$ cat config.mk
export PLATFORM = sky130hd
export DESIGN_NAME = hazard_ctrl_flat
export DESIGN_NICKNAME = d
export VERILOG_FILES = /design/src/rtl/hazard_ctrl_if.sv /design/src/rtl/hazard_ctrl.sv /design/src/flat_wrapper.sv
export SDC_FILE = /design/constraint.sdc
export NUM_CORES = 1
export LEC_CHECK = 0
export ABC_AREA = 1
export CORE_ASPECT_RATIO = 0.5
export CORE_MARGIN = 2
export CORE_UTILIZATION = 40
export DETAILED_ROUTE_END_ITERATION = 7
export PLACE_DENSITY = 0.76
export SLEW_MARGIN = 10
export SYNTH_ARGS = -nofsm -noshare
export SYNTH_HDL_FRONTEND = slang
export SYNTH_SLANG_ARGS = --single-unit
export TNS_END_PERCENT = 50
$ cat constraint.sdc
create_clock -name clk -period 3.4 [get_ports clk]
set_input_delay 0.68 -clock clk [delete_from_list [all_inputs] [get_ports clk]]
set_output_delay 0.68 -clock clk [all_outputs]
set_load 0.1 [all_outputs]
$ cat src/rtl/hazard_ctrl_if.sv
// Hazard control bundle between the CPU pipeline (master) and hazard_ctrl (slave).
// HAZARD_PERF_EN adds the performance counter outputs.
interface hazard_ctrl_if;
  logic [4:0] id_rs1_addr;
  logic [4:0] id_rs2_addr;
  logic       id_uses_rs1;
  logic       id_uses_rs2;
  logic       ex_valid;
  logic [4:0] ex_rd_addr;
  logic       ex_mem_read;
  logic       ex_branch;
  logic [1:0] ex_jump;
  logic       ex_branch_taken;
  logic       ex_pred_taken;
  logic       dmem_req;
  logic       dmem_ready;
  logic       imem_ready;
  logic       pc_stall;
  logic       pc_from_taken;
  logic       if_id_stall;
  logic       if_id_flush;
  logic       id_ex_stall;
  logic       id_ex_flush;
  logic       ex_mem_stall;
  logic       mem_wb_flush;
  logic       stall_timeout;
`ifdef HAZARD_PERF_EN
  logic [31:0] perf_stall_cycles;
  logic [31:0] perf_redirects;
  logic [31:0] perf_load_use;

  modport master (
    output id_rs1_addr, id_rs2_addr, id_uses_rs1, id_uses_rs2, ex_valid, ex_rd_addr,
           ex_mem_read, ex_branch, ex_jump, ex_branch_taken, ex_pred_taken,
           dmem_req, dmem_ready, imem_ready,
    input  pc_stall, pc_from_taken, if_id_stall, if_id_flush, id_ex_stall, id_ex_flush,
           ex_mem_stall, mem_wb_flush, stall_timeout,
           perf_stall_cycles, perf_redirects, perf_load_use
  );
  modport slave (
    input  id_rs1_addr, id_rs2_addr, id_uses_rs1, id_uses_rs2, ex_valid, ex_rd_addr,
           ex_mem_read, ex_branch, ex_jump, ex_branch_taken, ex_pred_taken,
           dmem_req, dmem_ready, imem_ready,
    output pc_stall, pc_from_taken, if_id_stall, if_id_flush, id_ex_stall, id_ex_flush,
           ex_mem_stall, mem_wb_flush, stall_timeout,
           perf_stall_cycles, perf_redirects, perf_load_use
  );
`else
  modport master (
    output id_rs1_addr, id_rs2_addr, id_uses_rs1, id_uses_rs2, ex_valid, ex_rd_addr,
           ex_mem_read, ex_branch, ex_jump, ex_branch_taken, ex_pred_taken,
           dmem_req, dmem_ready, imem_ready,
    input  pc_stall, pc_from_taken, if_id_stall, if_id_flush, id_ex_stall, id_ex_flush,
           ex_mem_stall, mem_wb_flush, stall_timeout
  );
  modport slave (
    input  id_rs1_addr, id_rs2_addr, id_uses_rs1, id_uses_rs2, ex_valid, ex_rd_addr,
           ex_mem_read, ex_branch, ex_jump, ex_branch_taken, ex_pred_taken,
           dmem_req, dmem_ready, imem_ready,
    output pc_stall, pc_from_taken, if_id_stall, if_id_flush, id_ex_stall, id_ex_flush,
           ex_mem_stall, mem_wb_flush, stall_timeout
  );
`endif
endinterface

$ cat src/rtl/hazard_ctrl.sv
// Pipeline hazard sequencer: dmem wait > redirect > flush shadow > load-use > imem wait.
// Optional HAZARD_PERF_EN adds stall/redirect/load-use event counters.
//
// state   | meaning
// S_RUN   | normal operation, no flush shadow pending
// S_FLUSH | post-redirect shadow, IF/ID flushed while r_flush_cnt > 0
module hazard_ctrl #(
  parameter int unsigned FLUSH_CYCLES = 1,
  parameter int unsigned MEM_TIMEOUT  = 255
) (
  input  logic          clk,
  input  logic          reset_n,
  hazard_ctrl_if.slave  bus
);

  typedef enum logic {S_RUN, S_FLUSH} state_t;

  state_t      r_state;
  logic [2:0]  r_flush_cnt;
  logic [15:0] r_wait_cnt;
  logic        r_timeout;

  logic w_mem_wait, w_redirect, w_load_use, w_rs1_hit, w_rs2_hit, w_lu_win;
  logic w_pc_stall, w_pc_from_taken, w_if_id_stall, w_if_id_flush;
  logic w_id_ex_stall, w_id_ex_flush, w_ex_mem_stall, w_mem_wb_flush;

  assign w_mem_wait = bus.dmem_req & ~bus.dmem_ready;
  assign w_redirect = bus.ex_valid &
                      ((bus.ex_branch & (bus.ex_branch_taken != bus.ex_pred_taken)) |
                       bus.ex_jump[1] | (bus.ex_jump[0] & ~bus.ex_pred_taken));
  assign w_rs1_hit  = bus.id_uses_rs1 & (bus.id_rs1_addr == bus.ex_rd_addr);
  assign w_rs2_hit  = bus.id_uses_rs2 & (bus.id_rs2_addr == bus.ex_rd_addr);
  assign w_load_use = bus.ex_valid & bus.ex_mem_read & (bus.ex_rd_addr != 5'd0) &
                      (w_rs1_hit | w_rs2_hit);
  assign w_lu_win   = w_load_use & ~w_mem_wait & ~w_redirect & (r_state == S_RUN);

  always_comb begin
    w_pc_stall      = 1'b0;
    w_pc_from_taken = 1'b0;
    w_if_id_stall   = 1'b0;
    w_if_id_flush   = 1'b0;
    w_id_ex_stall   = 1'b0;
    w_id_ex_flush   = 1'b0;
    w_ex_mem_stall  = 1'b0;
    w_mem_wb_flush  = 1'b0;
    if (reset_n) begin
      if (w_mem_wait) begin
        w_pc_stall     = 1'b1;
        w_if_id_stall  = 1'b1;
        w_id_ex_stall  = 1'b1;
        w_ex_mem_stall = 1'b1;
        w_mem_wb_flush = 1'b1;
      end else if (w_redirect) begin
        w_pc_from_taken = 1'b1;
        w_if_id_flush   = 1'b1;
        w_id_ex_flush   = 1'b1;
      end else if (r_state == S_FLUSH) begin
        w_if_id_flush = 1'b1;
      end else if (w_load_use) begin
        w_pc_stall    = 1'b1;
        w_if_id_stall = 1'b1;
        w_id_ex_flush = 1'b1;
      end else if (!bus.imem_ready) begin
        w_pc_stall    = 1'b1;
        w_if_id_flush = 1'b1;
      end
    end
  end

  assign bus.pc_stall      = w_pc_stall;
  assign bus.pc_from_taken = w_pc_from_taken;
  assign bus.if_id_stall   = w_if_id_stall;
  assign bus.if_id_flush   = w_if_id_flush;
  assign bus.id_ex_stall   = w_id_ex_stall;
  assign bus.id_ex_flush   = w_id_ex_flush;
  assign bus.ex_mem_stall  = w_ex_mem_stall;
  assign bus.mem_wb_flush  = w_mem_wb_flush;
  assign bus.stall_timeout = r_timeout & reset_n;

  always_ff @(posedge clk or negedge reset_n) begin
    if (!reset_n) begin
      r_state     <= S_RUN;
      r_flush_cnt <= 3'd0;
      r_wait_cnt  <= 16'd0;
      r_timeout   <= 1'b0;
    end else if (w_mem_wait) begin
      // Counter saturates at the threshold; the flush shadow is frozen meanwhile.
      if (r_wait_cnt != 16'(MEM_TIMEOUT)) r_wait_cnt <= r_wait_cnt + 16'd1;
      if (r_wait_cnt + 16'd1 == 16'(MEM_TIMEOUT)) r_timeout <= 1'b1;
    end else begin
      r_wait_cnt <= 16'd0;
      if (w_redirect) begin
        if (FLUSH_CYCLES > 1) begin
          r_state     <= S_FLUSH;
          r_flush_cnt <= 3'(FLUSH_CYCLES - 1);
        end else begin
          r_state     <= S_RUN;
          r_flush_cnt <= 3'd0;
        end
      end else if (r_state == S_FLUSH) begin
        r_flush_cnt <= r_flush_cnt - 3'd1;
        if (r_flush_cnt == 3'd1) r_state <= S_RUN;
      end
    end
  end

`ifdef HAZARD_PERF_EN
  logic [31:0] r_perf_stall, r_perf_redir, r_perf_lu;

  always_ff @(posedge clk or negedge reset_n) begin
    if (!reset_n) begin
      r_perf_stall <= 32'd0;
      r_perf_redir <= 32'd0;
      r_perf_lu    <= 32'd0;
    end else begin
      if (w_pc_stall) r_perf_stall <= r_perf_stall + 32'd1;
      if (w_redirect & ~w_mem_wait) r_perf_redir <= r_perf_redir + 32'd1;
      if (w_lu_win) r_perf_lu <= r_perf_lu + 32'd1;
    end
  end

  assign bus.perf_stall_cycles = r_perf_stall;
  assign bus.perf_redirects    = r_perf_redir;
  assign bus.perf_load_use     = r_perf_lu;
`else
  logic w_unused_lu;
  assign w_unused_lu = w_lu_win;
`endif

endmodule

$ cat src/flat_wrapper.sv
// flat-port wrapper written by rule: the top's interface ports become plain ports
module hazard_ctrl_flat 
#(
  parameter int unsigned FLUSH_CYCLES = 1,
  parameter int unsigned MEM_TIMEOUT  = 255
)
  (clk, reset_n, bus_id_rs1_addr, bus_id_rs2_addr, bus_id_uses_rs1, bus_id_uses_rs2, bus_ex_valid, bus_ex_rd_addr, bus_ex_mem_read, bus_ex_branch, bus_ex_jump, bus_ex_branch_taken, bus_ex_pred_taken, bus_dmem_req, bus_dmem_ready, bus_imem_ready, bus_pc_stall, bus_pc_from_taken, bus_if_id_stall, bus_if_id_flush, bus_id_ex_stall, bus_id_ex_flush, bus_ex_mem_stall, bus_mem_wb_flush, bus_stall_timeout);
  hazard_ctrl_if bus_i ();
  input  logic clk;
  input  logic reset_n;
  input wire logic [$bits(bus_i.id_rs1_addr)-1:0] bus_id_rs1_addr;
  input wire logic [$bits(bus_i.id_rs2_addr)-1:0] bus_id_rs2_addr;
  input wire logic [$bits(bus_i.id_uses_rs1)-1:0] bus_id_uses_rs1;
  input wire logic [$bits(bus_i.id_uses_rs2)-1:0] bus_id_uses_rs2;
  input wire logic [$bits(bus_i.ex_valid)-1:0] bus_ex_valid;
  input wire logic [$bits(bus_i.ex_rd_addr)-1:0] bus_ex_rd_addr;
  input wire logic [$bits(bus_i.ex_mem_read)-1:0] bus_ex_mem_read;
  input wire logic [$bits(bus_i.ex_branch)-1:0] bus_ex_branch;
  input wire logic [$bits(bus_i.ex_jump)-1:0] bus_ex_jump;
  input wire logic [$bits(bus_i.ex_branch_taken)-1:0] bus_ex_branch_taken;
  input wire logic [$bits(bus_i.ex_pred_taken)-1:0] bus_ex_pred_taken;
  input wire logic [$bits(bus_i.dmem_req)-1:0] bus_dmem_req;
  input wire logic [$bits(bus_i.dmem_ready)-1:0] bus_dmem_ready;
  input wire logic [$bits(bus_i.imem_ready)-1:0] bus_imem_ready;
  output wire logic [$bits(bus_i.pc_stall)-1:0] bus_pc_stall;
  output wire logic [$bits(bus_i.pc_from_taken)-1:0] bus_pc_from_taken;
  output wire logic [$bits(bus_i.if_id_stall)-1:0] bus_if_id_stall;
  output wire logic [$bits(bus_i.if_id_flush)-1:0] bus_if_id_flush;
  output wire logic [$bits(bus_i.id_ex_stall)-1:0] bus_id_ex_stall;
  output wire logic [$bits(bus_i.id_ex_flush)-1:0] bus_id_ex_flush;
  output wire logic [$bits(bus_i.ex_mem_stall)-1:0] bus_ex_mem_stall;
  output wire logic [$bits(bus_i.mem_wb_flush)-1:0] bus_mem_wb_flush;
  output wire logic [$bits(bus_i.stall_timeout)-1:0] bus_stall_timeout;
  assign bus_i.id_rs1_addr = bus_id_rs1_addr;
  assign bus_i.id_rs2_addr = bus_id_rs2_addr;
  assign bus_i.id_uses_rs1 = bus_id_uses_rs1;
  assign bus_i.id_uses_rs2 = bus_id_uses_rs2;
  assign bus_i.ex_valid = bus_ex_valid;
  assign bus_i.ex_rd_addr = bus_ex_rd_addr;
  assign bus_i.ex_mem_read = bus_ex_mem_read;
  assign bus_i.ex_branch = bus_ex_branch;
  assign bus_i.ex_jump = bus_ex_jump;
  assign bus_i.ex_branch_taken = bus_ex_branch_taken;
  assign bus_i.ex_pred_taken = bus_ex_pred_taken;
  assign bus_i.dmem_req = bus_dmem_req;
  assign bus_i.dmem_ready = bus_dmem_ready;
  assign bus_i.imem_ready = bus_imem_ready;
  assign bus_pc_stall = bus_i.pc_stall;
  assign bus_pc_from_taken = bus_i.pc_from_taken;
  assign bus_if_id_stall = bus_i.if_id_stall;
  assign bus_if_id_flush = bus_i.if_id_flush;
  assign bus_id_ex_stall = bus_i.id_ex_stall;
  assign bus_id_ex_flush = bus_i.id_ex_flush;
  assign bus_ex_mem_stall = bus_i.ex_mem_stall;
  assign bus_mem_wb_flush = bus_i.mem_wb_flush;
  assign bus_stall_timeout = bus_i.stall_timeout;
  hazard_ctrl #(.FLUSH_CYCLES(FLUSH_CYCLES), .MEM_TIMEOUT(MEM_TIMEOUT)) u_core (.clk(clk), .reset_n(reset_n), .bus(bus_i));
endmodule
== Word-level counts from Yosys, hierarchy flattened ==
Cells that the tools add are included.
Widths: inputs -> output; s select.
Storage, ports and cells
  flip-flop bits (word level): 21
  bits in latches: 0
  memory bits (writable): 0
  memory bits (read-only): 0
  input port bits: 29
  output and inout bits: 9
  memories kept: 0
Operators by class
  add/subtract/negate cells: 2
  $mul: 0
  divide/modulo/power cells: 0
  $lt $le $gt $ge: 0
  eq/ne operators: 7
  shifts and indexed selects: 0
  multiplexer cells: 31
  bitwise gates (word level): 16
  reductions and logical operators: 4
Operator list (count)
  $mux 16: 2
  $mux 1: 27
  $add 16x1->16 const B: 1
  $eq 16x8->1 const B: 1
  $ne 16x8->1 const B: 1
  $and 1x1->1: 10
  $eq 5x5->1: 2
  $mux 3: 2
  $reduce_bool 5->1: 1
  $reduce_and 2->1: 2
  $eq 3x1->1 const B: 1
  $not 1->1: 3
  $or 1x1->1: 3
  $sub 3x1->3 const B: 1
  $ne 2x2->1 const B: 1
  $reduce_bool 2->1: 1
  $ne 1x1->1: 1

== Logic depth before layout (Yosys ltp) ==
  word-level depth: 9
  mapped depth: 12
  gate-level depth less buffers: 12

== Least setup slack after synthesis ==
Ideal clock, no wire load.
  kind: input -> output
  start point: input port bus_dmem_req
  end point: output port bus_id_ex_stall
  arrival time: 3.089 ns
  slack: -0.369 ns
  stages on the path: 6
  buffers on the path: 2
  path through: inv_1 -> nor2_2 -> inv_2 -> clkbuf_1 -> nor2_1 -> buf_4
Between the ends
  cells in the longest elaborated chain, start to end: 3
Ends and longest elaborated chain
  start, declared: line flat_wrapper.sv:22  | input wire logic [$bits(bus_i.dmem_req)-1:0] bus_dmem_req;
  $and 1x1->1: line hazard_ctrl.sv:27  | assign w_mem_wait = bus.dmem_req & ~bus.dmem_ready;
  $mux 1 (2 in a row)
  end, declared: line flat_wrapper.sv:29  | output wire logic [$bits(bus_i.id_ex_stall)-1:0] bus_id_ex_stall;
Every way passes these cells.

== Worst setup path in the final report ==
  start point: input port bus_ex_pred_taken
  end point: output port bus_pc_stall
Between the ends
  cells in the longest elaborated chain, start to end: 8
  elaborated cells between the ends (all ways): 10
  those cells by class: 1 x eq/ne; 3 x mux; 6 x bitwise
Ends and longest elaborated chain
  start, declared: line flat_wrapper.sv:21  | input wire logic [$bits(bus_i.ex_pred_taken)-1:0] bus_ex_pred_taken;
  $ne 1x1->1: line hazard_ctrl.sv:29  | ((bus.ex_branch & (bus.ex_branch_taken != bus.ex_pred_taken)) |
  $and 1x1->1: line hazard_ctrl.sv:29
  $or 1x1->1: line hazard_ctrl.sv:29
  $or 1x1->1 *: line hazard_ctrl.sv:30  | bus.ex_jump[1] | (bus.ex_jump[0] & ~bus.ex_pred_taken));
  $and 1x1->1 *: line hazard_ctrl.sv:28  | assign w_redirect = bus.ex_valid &
  $mux 1 *: line hazard_ctrl.sv:53  | end else if (w_redirect) begin
  $mux 1 *: line hazard_ctrl.sv:47  | if (w_mem_wait) begin
  $mux 1 *: line hazard_ctrl.sv:46  | if (reset_n) begin
  end, declared: line flat_wrapper.sv:25  | output wire logic [$bits(bus_i.pc_stall)-1:0] bus_pc_stall;
Mark *: on every way between the ends. The rest lies on a longest branch, timed or not.

==> impl_results.md <==
- DP HPWL: 3.09 mm
- DIE AREA: 0.00460 mm²
- Post-CTS Hold Fix Bufs: 0
- Crit path kind: input pin to primary output
- Flops & latches, synth: 21
- Synth area leader: dfrtp_1
- Die W: 94.0 µm
- Layout cells sized above 1: 0.109
- Warnings, synthesis: 0
- Share of the synthesized area in the top cell type: 0.325
- TritonRoute pass-1 iters: 4
- Vias: 1700
- Pre-CTS WS: 0.313 ns
- Area of the mapped netlist: 0.00162 mm²
- Area contributors post-synth: dfrtp_1, nand2_1, inv_1
- RSZ-0062 raised after global routing: no
- # DRC: 0
- Worst vdd ir: 174 µV
- First-pass GRT wire length: 6.67 mm
- CTS Buf Count: 3
- Drt total wl: 3.81 mm
- CTS tree: done
- EDFF count, synth: 0
- Clock buffer depth: 2
- Peak fanout along the critical path: 6
- Port Buffers: 37
- Clock sinks: 21
- F_max: 0.322 GHz
- Routed Antenna Nets: 0
- Post-CTS Setup Bufs: 0
- Syn_area_per_cell: 6.40 µm²
- Area delta synth->final: 35.3%
- Critical path launch point type: input pin
- Clk pin slew, worst setup/hold paths: 0.07 ns
- CP Cell Sequence: clkdlybuf4s50_1 -> inv_1 -> a21oi_1 -> o21ai_1 -> nand2_1 -> inv_1 -> nor2_1 -> nor2_1 -> nor2_1 -> nand2_1 -> inv_1 -> buf_12
- Cell family with most CP delay: buffers and inverters
- GR Util All Layers: 0.182
- Slew HR: 0.776
- Setup TNS: 0 ns
- Worst-Margin Slew: 0.335 ns
- CP endpoint kind: primary output
- Pwr dens: 286 mW/mm²
- Status: complete, no violations
- Critical Path AT: 2.42 ns
- Setup ws final: 0.295 ns
- 1st-iter DRT viols: 65
- # fillers: 389
- Hold crit path type: register to register
- Number of global-route vias before repair: 1604
- Initial antenna violation count: 0
- Main synth FF type: dfrtp_1
- Slew Limit Fails: 0
- Clk_skew: 0.00911 ns
- Root buffer cell: clkbuf_8
- Max_cap viols: 0
- Top-count cell post-synth: nand2_1
- Post-synthesis instance total: 253
- Slowest CP cell: clkdlybuf4s50_1
- Syn nets: 286
- Final Hold Viols: 0
- Pleak: 0.00103 µW
- Cts repair resizes: 0
- Die Ht: 49.0 µm
- Rows: 16
- Vias per cell: 4.90
- Power, Total: 628 µW
- Aggregate global routing overflow: 0
- Final #Nets: 327
- Synth unique cells: 25
- Req. time, crit path: 2.72 ns
- Multi-input gate area: 920 µm²
- Post-synth top cells: nand2_1, inv_1, nor2_1, dfrtp_1, nand3_1
- Initial Util: 0.417
- Seq. cell area: 526 µm²
- Critical path buffer and inverter count: 5
- Avg WL per Cell: 11.0 µm
- CTS HTree Levels: 1
- Largest net degree at the start of global routing: 24
- Final core occ: 0.564
- Post-layout minimum cycle time: 3.10 ns
- CP peak stage delay: 0.49 ns
- Clock Latency Late Sink: 0.26 ns
- Core ar.: 0.00388 mm²
- Ports: 38
- # setup viols final: 0
- Ys async rst share: 1.00
- Routability congestion estimate from global placement: 0.879
- Antenna fix cells: 0
- Period Utilization, post-route: 0.913
- Final hold slack: 0.472 ns
- Sequential area share after synthesis: 0.325
state kept, by name (all words and copies together) (netlist names):
name                cells
u_core.r_state          1
u_core.r_timeout        1
u_core.r_flush_cnt      3
u_core.r_wait_cnt      16
power breakdown:
group	internal (µW)	switching [µW]	total (µW)
clock	83.5	81.4	165
sequential	264	10.4	274
combinational	80.0	109	189
total	427	200	628
layout by cell type (no fill, tap or decap):
master,n
nor4_2,1
nand4_1,10
o21ai_1,3
buf_4,2
nand2_1,71
a21oi_1,9
dfrtp_1,21
inv_1,40
nor3_1,3
o21ai_0,12
nand2_2,4
inv_2,2
xor2_1,3
nor2_1,34
clkbuf_1,1
xnor2_1,1
nand3_2,1
ha_1,4
clkdlybuf4s50_1,28
nand3_1,19
or2_2,1
nor2_2,5
clkbuf_8,3
o31ai_2,1
o311ai_0,1
buf_12,9
nor2_4,3
o21a_1,1
worst reg2reg max path, stage by stage, from the launching register on:
cell and delay, ns:
dfrtp_1 0.52, ha_1 0.26, nand2_2 0.10, nor2_4 0.17, nand3_1 0.10, nand2_1 0.10, nand2_1 0.06, nor2_1 0.11
nand2_1 0.08, nor2_1 0.09, nand2_1 0.07, nand2_1 0.06
area by class of cell:
cell class	instances	share of cell area
timing repair buffer	39	0.217
clock buffer	4	0.0206
inverter	42	0.0720
sequential	21	0.240
tap	54	0.0308
multi-input combinational	187	0.420
cell families (layout without fill, tap and decap cells):
kind of cell    Yosys count  after routing  share of synthesized area
simple gates            152            152                      0.422
xor+xnor                  4              4                     0.0216
flops                    21             21                      0.325
compound gates           27             27                     0.0920
fa+ha+maj                 4              4                     0.0309
buf+inv                  45             85                      0.109
final timing paths:
path / endpoint / startpoint / cells past startpoint / slack [ns]
max: bus_pc_stall / bus_ex_pred_taken / 12 / 0.30
min: u_core.r_timeout / u_core.r_timeout / 2 / 0.47
max reg2reg: u_core.r_timeout / u_core.r_wait_cnt[0] / 11 / 1.63
min reg2reg: u_core.r_timeout / u_core.r_timeout / 2 / 0.47
max in group asynchronous: u_core.r_wait_cnt[13] / reset_n / 2 / 2.38
min in group asynchronous: u_core.r_wait_cnt[6] / reset_n / 2 / 0.79
routing by layer:
metal  vias up  wire (µm)  global-route usage
met4         0         22              0.0556
li1        878          -                   -
met1       772       1660               0.219
met2        48       1910               0.325
met5         -          0                   0
met3         2        213              0.0448
per-stage QoR:
stage | cell area (µm²) | instances
after floorplan | 1620 | 253
after global placement | 2150 | 343
after detailed placement | 2150 | 343
after CTS | 2190 | 347
after global routing | 2190 | 347
final | 2190 | 347
(Power assumes the default switching activity.)
